### config.mk
export PLATFORM = sky130hd
export DESIGN_NAME = detector_jogada_flat
export DESIGN_NICKNAME = d
export VERILOG_FILES = /design/src/rtl/jogo_pkg.sv /design/src/rtl/detector_jogada_if.sv /design/src/rtl/sincronizador_2ff.sv /design/src/rtl/detector_jogada.sv /design/src/flat_wrapper.sv
export SDC_FILE = /design/constraint.sdc
export NUM_CORES = 1
export LEC_CHECK = 0
export BUFFER_PORTS_ARGS = -buffer_cell sky130_fd_sc_hd__buf_4
export CAP_MARGIN = 20
export CORE_ASPECT_RATIO = 1.5
export CORE_MARGIN = 1.5
export CORE_UTILIZATION = 35
export CTS_CLUSTER_DIAMETER = 200
export DETAILED_ROUTE_END_ITERATION = 8
export SYNTH_ARGS = -nofsm -noshare
export SYNTH_HDL_FRONTEND = slang
export SYNTH_SLANG_ARGS = --single-unit
export TNS_END_PERCENT = 100
### constraint.sdc
create_clock -name clock -period 4.5 [get_ports clock]
set_clock_uncertainty 0.1 [all_clocks]
set_input_delay 0.225 -clock clock [delete_from_list [all_inputs] [get_ports clock]]
set_output_delay 0.225 -clock clock [all_outputs]
set_load 0.01 [all_outputs]
### src/rtl/jogo_pkg.sv
// ---------------------------------------------------------------------------
// jogo_pkg
// Shared constants and helpers for the jogo front end (detector_jogada) and
// circuito_jogo, which reuses the same db_estado encoding.
//   NUM_BOTOES      : number of board buttons (fixed by board geometry)
//   JOGADA_W        : width of the encoded button index
//   OCIOSO..ESPERA_SOLTAR : FSM state codes shown on the hex display
//   eh_onehot()     : true when exactly one bit of a button vector is set
//   codifica_indice(): position of the set bit of a one-hot button vector
// ---------------------------------------------------------------------------
package jogo_pkg;

  localparam int NUM_BOTOES = 9;
  localparam int JOGADA_W   = 4;

  typedef logic [3:0] estado_t;

  localparam estado_t OCIOSO        = 4'd0;
  localparam estado_t ESTAVEL       = 4'd1;
  localparam estado_t EMITE         = 4'd2;
  localparam estado_t ESPERA_SOLTAR = 4'd3;

  // Exactly one bit set: non-zero and clearing the lowest set bit leaves zero.
  function automatic logic eh_onehot(input logic [NUM_BOTOES-1:0] v);
    logic [NUM_BOTOES-1:0] um;
    um    = '0;
    um[0] = 1'b1;
    return (v != '0) && ((v & (v - um)) == '0);
  endfunction

  // OR of the indices of all set bits; exact for a one-hot input.
  function automatic logic [JOGADA_W-1:0] codifica_indice(input logic [NUM_BOTOES-1:0] v);
    logic [JOGADA_W-1:0] idx;
    idx = '0;
    for (int i = 0; i < NUM_BOTOES; i++) begin
      idx = idx | (v[i] ? JOGADA_W'(i) : {JOGADA_W{1'b0}});
    end
    return idx;
  endfunction

endpackage

### src/rtl/detector_jogada_if.sv
// ---------------------------------------------------------------------------
// detector_jogada_if
// Button/play bus between the board-facing producer and detector_jogada.
//   habilita      : presses may be accepted (from the jogo FSM)
//   botoes        : raw button levels, active-high
//   jogada_valida : one-cycle pulse per accepted press
//   jogada        : index of the accepted button, held
//   jogada_onehot : one-hot image of jogada, held
//   erro_jogada   : one-cycle pulse when several buttons were stable
//   db_estado     : detector FSM state code
// Modports: master drives habilita/botoes, slave (the detector) drives the rest.
// ---------------------------------------------------------------------------
interface detector_jogada_if;
  import jogo_pkg::*;

  logic                  habilita;
  logic [NUM_BOTOES-1:0] botoes;
  logic                  jogada_valida;
  logic [JOGADA_W-1:0]   jogada;
  logic [NUM_BOTOES-1:0] jogada_onehot;
  logic                  erro_jogada;
  logic [3:0]            db_estado;

  modport master (
    output habilita, botoes,
    input  jogada_valida, jogada, jogada_onehot, erro_jogada, db_estado
  );

  modport slave (
    input  habilita, botoes,
    output jogada_valida, jogada, jogada_onehot, erro_jogada, db_estado
  );

endinterface

### src/rtl/sincronizador_2ff.sv
// ---------------------------------------------------------------------------
// sincronizador_2ff
// Two-flop synchroniser for asynchronous level inputs; q is d delayed by two
// clock edges.
//   clock : sampling clock
//   reset : asynchronous, active-high; clears both stages to 0
//   d     : asynchronous input vector (WIDTH bits)
//   q     : synchronised output vector
// ---------------------------------------------------------------------------
module sincronizador_2ff #(
  parameter int WIDTH = 1
) (
  input  logic             clock,
  input  logic             reset,
  input  logic [WIDTH-1:0] d,
  output logic [WIDTH-1:0] q
);

  logic [WIDTH-1:0] meta_r;
  logic [WIDTH-1:0] sinc_r;

  // Two-stage capture chain; the first stage may go metastable.
  always_ff @(posedge clock or posedge reset) begin
    if (reset) begin
      meta_r <= '0;
      sinc_r <= '0;
    end else begin
      meta_r <= d;
      sinc_r <= meta_r;
    end
  end

  assign q = sinc_r;

endmodule

### src/rtl/detector_jogada.sv
// ---------------------------------------------------------------------------
// detector_jogada
// Front end of circuito_jogo: synchronises the 9 board buttons, optionally
// debounces them, rejects multi-button presses and waits for full release,
// issuing one jogada_valida pulse (with index and one-hot image) per press.
//   clock : 50 MHz system clock
//   reset : asynchronous, active-high; clears all state
//   io    : detector_jogada_if.slave (habilita, botoes in; jogada_valida,
//           jogada, jogada_onehot, erro_jogada, db_estado out)
// Parameter DEB_CICLOS (2..255): stable synchronised cycles needed to accept.
// Build option: define DETECTOR_DEBOUNCE_EN to build the ESTAVEL debounce
// state and its counter; without it a press is accepted as soon as the
// synchronised value is non-zero and DEB_CICLOS has no effect.
// ---------------------------------------------------------------------------
module detector_jogada
  import jogo_pkg::*;
#(
  parameter int DEB_CICLOS = 2
) (
  input logic              clock,
  input logic              reset,
  detector_jogada_if.slave io
);

  logic [NUM_BOTOES-1:0] s_s;
  estado_t               estado_r;
  estado_t               estado_nxt_s;
  logic [NUM_BOTOES-1:0] amostra_r;
  logic [NUM_BOTOES-1:0] amostra_nxt_s;
  logic                  entra_emite_s;
  logic                  amostra_onehot_s;
  logic                  jogada_valida_r;
  logic                  erro_jogada_r;
  logic [JOGADA_W-1:0]   jogada_r;
  logic [NUM_BOTOES-1:0] jogada_onehot_r;

`ifdef DETECTOR_DEBOUNCE_EN
  // Terminal count: cnt starts at 1 on capture, so DEB_CICLOS-1 means
  // DEB_CICLOS consecutive matching samples have been seen.
  localparam logic [7:0] CNT_FIM = 8'(DEB_CICLOS - 1);
  logic [7:0] cnt_r;
  logic [7:0] cnt_nxt_s;
`endif

  // DEB_CICLOS outside 2..255 does not fit the 8-bit counter; nothing is
  // built here, the block only keeps the parameter referenced in every build.
  if ((DEB_CICLOS < 2) || (DEB_CICLOS > 255)) begin : g_deb_ciclos_fora_faixa
  end

  sincronizador_2ff #(
    .WIDTH (NUM_BOTOES)
  ) u_sinc (
    .clock (clock),
    .reset (reset),
    .d     (io.botoes),
    .q     (s_s)
  );

  // Next-state, sample capture and debounce counter.
  always_comb begin
    estado_nxt_s  = estado_r;
    amostra_nxt_s = amostra_r;
`ifdef DETECTOR_DEBOUNCE_EN
    cnt_nxt_s     = cnt_r;
`endif
    case (estado_r)
      OCIOSO: begin
        if (s_s != '0) begin
          if (io.habilita) begin
            amostra_nxt_s = s_s;
`ifdef DETECTOR_DEBOUNCE_EN
            cnt_nxt_s     = 8'd1;
            estado_nxt_s  = ESTAVEL;
`else
            estado_nxt_s  = EMITE;
`endif
          end else begin
            // Press started while disabled: must be released before counting.
            estado_nxt_s = ESPERA_SOLTAR;
          end
        end else begin
          estado_nxt_s = OCIOSO;
        end
      end
`ifdef DETECTOR_DEBOUNCE_EN
      ESTAVEL: begin
        if (!io.habilita) begin
          estado_nxt_s = ESPERA_SOLTAR;
        end else if (s_s != amostra_r) begin
          estado_nxt_s = OCIOSO;
        end else if (cnt_r == CNT_FIM) begin
          estado_nxt_s = EMITE;
        end else begin
          cnt_nxt_s = cnt_r + 8'd1;
        end
      end
`endif
      EMITE: begin
        estado_nxt_s = ESPERA_SOLTAR;
      end
      ESPERA_SOLTAR: begin
        if (s_s == '0) begin
          estado_nxt_s = OCIOSO;
        end else begin
          estado_nxt_s = ESPERA_SOLTAR;
        end
      end
      default: begin
        estado_nxt_s = OCIOSO;
      end
    endcase
  end

  // The pulses are registered on entry to EMITE, so they are high exactly
  // while estado_r == EMITE and come straight from flops.
  assign entra_emite_s    = (estado_nxt_s == EMITE);
  assign amostra_onehot_s = eh_onehot(amostra_nxt_s);

  // State, sample and counter registers.
  always_ff @(posedge clock or posedge reset) begin
    if (reset) begin
      estado_r  <= OCIOSO;
      amostra_r <= '0;
`ifdef DETECTOR_DEBOUNCE_EN
      cnt_r     <= 8'd0;
`endif
    end else begin
      estado_r  <= estado_nxt_s;
      amostra_r <= amostra_nxt_s;
`ifdef DETECTOR_DEBOUNCE_EN
      cnt_r     <= cnt_nxt_s;
`endif
    end
  end

  // Output registers: pulses for one cycle, jogada held until next accept.
  always_ff @(posedge clock or posedge reset) begin
    if (reset) begin
      jogada_valida_r <= 1'b0;
      erro_jogada_r   <= 1'b0;
      jogada_r        <= '0;
      jogada_onehot_r <= '0;
    end else begin
      jogada_valida_r <= entra_emite_s && amostra_onehot_s;
      erro_jogada_r   <= entra_emite_s && !amostra_onehot_s;
      if (entra_emite_s && amostra_onehot_s) begin
        jogada_r        <= codifica_indice(amostra_nxt_s);
        jogada_onehot_r <= amostra_nxt_s;
      end
    end
  end

  assign io.jogada_valida = jogada_valida_r;
  assign io.erro_jogada   = erro_jogada_r;
  assign io.jogada        = jogada_r;
  assign io.jogada_onehot = jogada_onehot_r;
  assign io.db_estado     = estado_r;

endmodule

### src/flat_wrapper.sv
// flat-port wrapper written by rule: the top's interface ports become plain ports
module detector_jogada_flat import jogo_pkg::*;
#(
  parameter int DEB_CICLOS = 2
)
  (clock, reset, io_habilita, io_botoes, io_jogada_valida, io_jogada, io_jogada_onehot, io_erro_jogada, io_db_estado);
  detector_jogada_if io_i ();
  input logic clock;
  input logic reset;
  input wire logic [$bits(io_i.habilita)-1:0] io_habilita;
  input wire logic [$bits(io_i.botoes)-1:0] io_botoes;
  output wire logic [$bits(io_i.jogada_valida)-1:0] io_jogada_valida;
  output wire logic [$bits(io_i.jogada)-1:0] io_jogada;
  output wire logic [$bits(io_i.jogada_onehot)-1:0] io_jogada_onehot;
  output wire logic [$bits(io_i.erro_jogada)-1:0] io_erro_jogada;
  output wire logic [$bits(io_i.db_estado)-1:0] io_db_estado;
  assign io_i.habilita = io_habilita;
  assign io_i.botoes = io_botoes;
  assign io_jogada_valida = io_i.jogada_valida;
  assign io_jogada = io_i.jogada;
  assign io_jogada_onehot = io_i.jogada_onehot;
  assign io_erro_jogada = io_i.erro_jogada;
  assign io_db_estado = io_i.db_estado;
  detector_jogada #(.DEB_CICLOS(DEB_CICLOS)) u_core (.clock(clock), .reset(reset), .io(io_i));
endmodule
==> impl_metrics.csv <==
group,metric,value,unit
grt,grt_pass1_wl,5180,um
clocking,path_clk_slew,80,ps
floorplanning,num_io_pins,31,
timing,worst_slack,1160,ps
critical_path,cp-start-kind,"register",
floorplanning,fp.coreArea,4770,um^2
pwr,p_sw_share,22.8,%
logic_synthesis,yosysWarnings,0,
logic_synthesis,ys_types,41,
logic_synthesis,syn_avg_cell_area,13.6,um^2
logic_synthesis,synth-edff-count,0,
timing,finalCriticalPeriod,3340,ps
drt,drtIter0Drc,40,
pwr,pwr-share-comb,9.9,%
grt,grt_use_total,13.5,%
final_layout,nets,180,
pwr,power.density,362,nW/um^2
clocking,clock-sinks,43,
timing,slew_viol_final,0,
place,pre_cts_ws,1130,ps
drt,ant_nets,0,
pwr,p_leak,0.00101,uW
floorplanning,fp.dieH,88.9,um
floorplanning,die_x,60.3,um
logic_synthesis,synth_largest_area_cell,"dfrtp_1",
grt,antenna_found_initial,0,
final_layout,area_growth,27.1,%
clocking,cts_buffer_depth,2,
timing,rsz0062_at_grt,"no",
critical_path,regToRegStartpoint,"u_core.io.db_estado[0]",
clocking,cts_made_buffers,5,
pwr,max-vdd-ir-drop,0.174,mV
critical_path,cp.required,4590,ps
pwr,power_switching,181,uW
drt,wl_per_cell,13.6,um
clocking,h-tree-depth,2,
final_layout,nFillCells,455,
critical_path,crit_start,"u_core.io.db_estado[0]",
pwr,power,792,uW
timing,fin_crit_sh,74.2,%
timing,relSlewSlack,45.8,%
floorplanning,std_cell_rows,31,
place,hpwl,2200,um
grt,grt_pass1_vias,1115,
logic_synthesis,synth-seq-area-share,62.5,%
place,portBuffers,28,
logic_synthesis,ys_seq_elements,43,
final_layout,antennaDiodeCount,0,
hold_path,min_from,"io_habilita",
grt,grt-ovfl-total,0,
clocking,root_buffer,"clkbuf_8",
logic_synthesis,synth_common_cells,"dfrtp_1, nor2_1, nand2_1",
drt,via_per_inst,4.74,
final_layout,drive_above_1_share,33.3,%
timing,hold_violations,0,
grt,grt_max_degree,44,
logic_synthesis,ys_async_sr_fraction,100,%
drt,num_vias,1109,
timing,tns,0,ps
clocking,clk-insertion-delay-late,300,ps
critical_path,crit_type,"register to register",
final_layout,multi_input_area,592,um^2
timing,fmax,0.300,GHz
critical_path,reg2reg_depth,7,
critical_path,cp.arrival,3420,ps
logic_synthesis,synth_most_common_cell,"dfrtp_1",
clocking,cts_tree,"built",
pwr,intPower,611,uW
status,status,"completed",
logic_synthesis,postSynthCellCount,127,
run,cap_violations,0,
floorplanning,die_area,5360,um^2
hold_path,worstHoldPathCells,2,
logic_synthesis,synth_ff_type,"dfrtp_1",
timing,timing.hold.ws,38.3,ps
logic_synthesis,synth_top_area_share,62.5,%
pwr,power_frac_clock,36.8,%
logic_synthesis,netlist_area,1720,um^2
pwr,seqPwrFrac,53.3,%
timing,worstMarginPinSlew,811,ps
timing,setup_viol,0,
drt,drt-total-wl,3170,um
critical_path,critPathMaxFanout,14,
critical_path,end_kind,"register",
drt,drt-pass1-iter-count,4,
place,routabilityCongestion,0.801,
hold_path,hold_class,"input pin to register",
clocking,post-cts-setup-buffer-count,0,
drt,drc,0,
floorplanning,start_util,36.1,%
logic_synthesis,synthTopCellsByArea,"dfrtp_1, mux2_4, a22o_1, nor2_1, nand2_1",
final_layout,regArea,1080,um^2
==> worst paths after layout <==
path	endpoint	slack (ps)
worst max-delay path	u_core.io.jogada_onehot[6]	1160
worst min-delay path	u_core.io.db_estado[0]	40
worst max register to register	u_core.io.jogada_onehot[6]	1160
worst min register to register	u_core.u_sinc.q[2]	250
max in group asynchronous	u_core.io.jogada_onehot[6]	3430
min in group asynchronous	u_core.io.jogada[1]	520
==> worst max-delay path, stage by stage (launching register included) <==
cell,delay [ps]
dfrtp_1,430
or3b_1,480
a31o_4,320
a22o_4,250
a222oi_1,310
o21ai_1,210
nor3_4,710
mux2_2,410
==> cells by family after synthesis <==
family | count (synthesis) | synth area share, %
AOI/OAI and AO/OA | 30 | 14.7
xor gates and xnor gates | 2 | 1.02
buffers and inverters | 9 | 3.41
DFF | 43 | 62.5
muxes | 10 | 8.06
other | 1 | 0.218
and+or+nand+nor | 32 | 10.2
==> metrics by stage <==
step | cells | util, % | area (um^2)
detailed placement | 217 | 41.6 | 1980
CTS | 234 | 45.9 | 2190
global route | 234 | 45.9 | 2190
floorplan | 128 | - | 1730
global placement | 217 | 41.6 | 1980
finish | 234 | 45.9 | 2190
==> power groups by stage <==
stage	Combinational (uW)	Clock, uW	Sequential, uW
2_1_floorplan	42.2	0	430
3_3_place_gp	72.5	0	429
3_5_place_dp	72.9	0	429
4_1_cts	79.9	302	422
5_1_grt	87.1	315	425
6_report	78.6	292	422
==> cell usage in the layout, fill, tap and decap left out, types with 3 or more instances in the layout <==
master / instances
a22o_1: 6
buf_4: 30
clkbuf_8: 5
dfrtp_1: 43
dlygate4sd3_1: 10
mux2_2: 3
mux2_4: 7
nand2_1: 9
nor2_1: 10
nor3_1: 3
o21ai_0: 4
==> state kept, by name (all words and copies together) (netlist names) <==
name	cells
u_core.amostra_r	9
u_core.io.jogada_onehot	9
u_core.u_sinc.meta_r	9
u_core.u_sinc.q	9
u_core.io.jogada	3
u_core.io.db_estado	2
u_core.io.erro_jogada	1
u_core.io.jogada_valida	1
==> what timing repair did <==
item,4_1_cts,5_1_grt
hold buffers,10,0
hold endpoints to repair,52,0
endpoints found under the setup margin,0,0
gates resized for setup,0,0
==> area by class of cell <==
cell class / count / area share, %
clock buffer: 5 / 3.14
multi-input combinational: 76 / 27.0
tap: 66 / 3.77
sequential: 43 / 49.1
timing repair buffer: 40 / 14.9
clock inverter: 2 / 1.71
inverter: 2 / 0.343
==> metal layers <==
| layer | wire length, um | GRT usage (%) | up-vias |
|---|---|---|---|
| met5 | 0 | 0 | - |
| met4 | 90 | 7.88 | 0 |
| met3 | 115 | 3.18 | 7 |
| met2 | 1640 | 21.9 | 29 |
| met1 | 1320 | 16.0 | 537 |
| li1 | - | - | 536 |
Power figures use the tool's default switching activity.
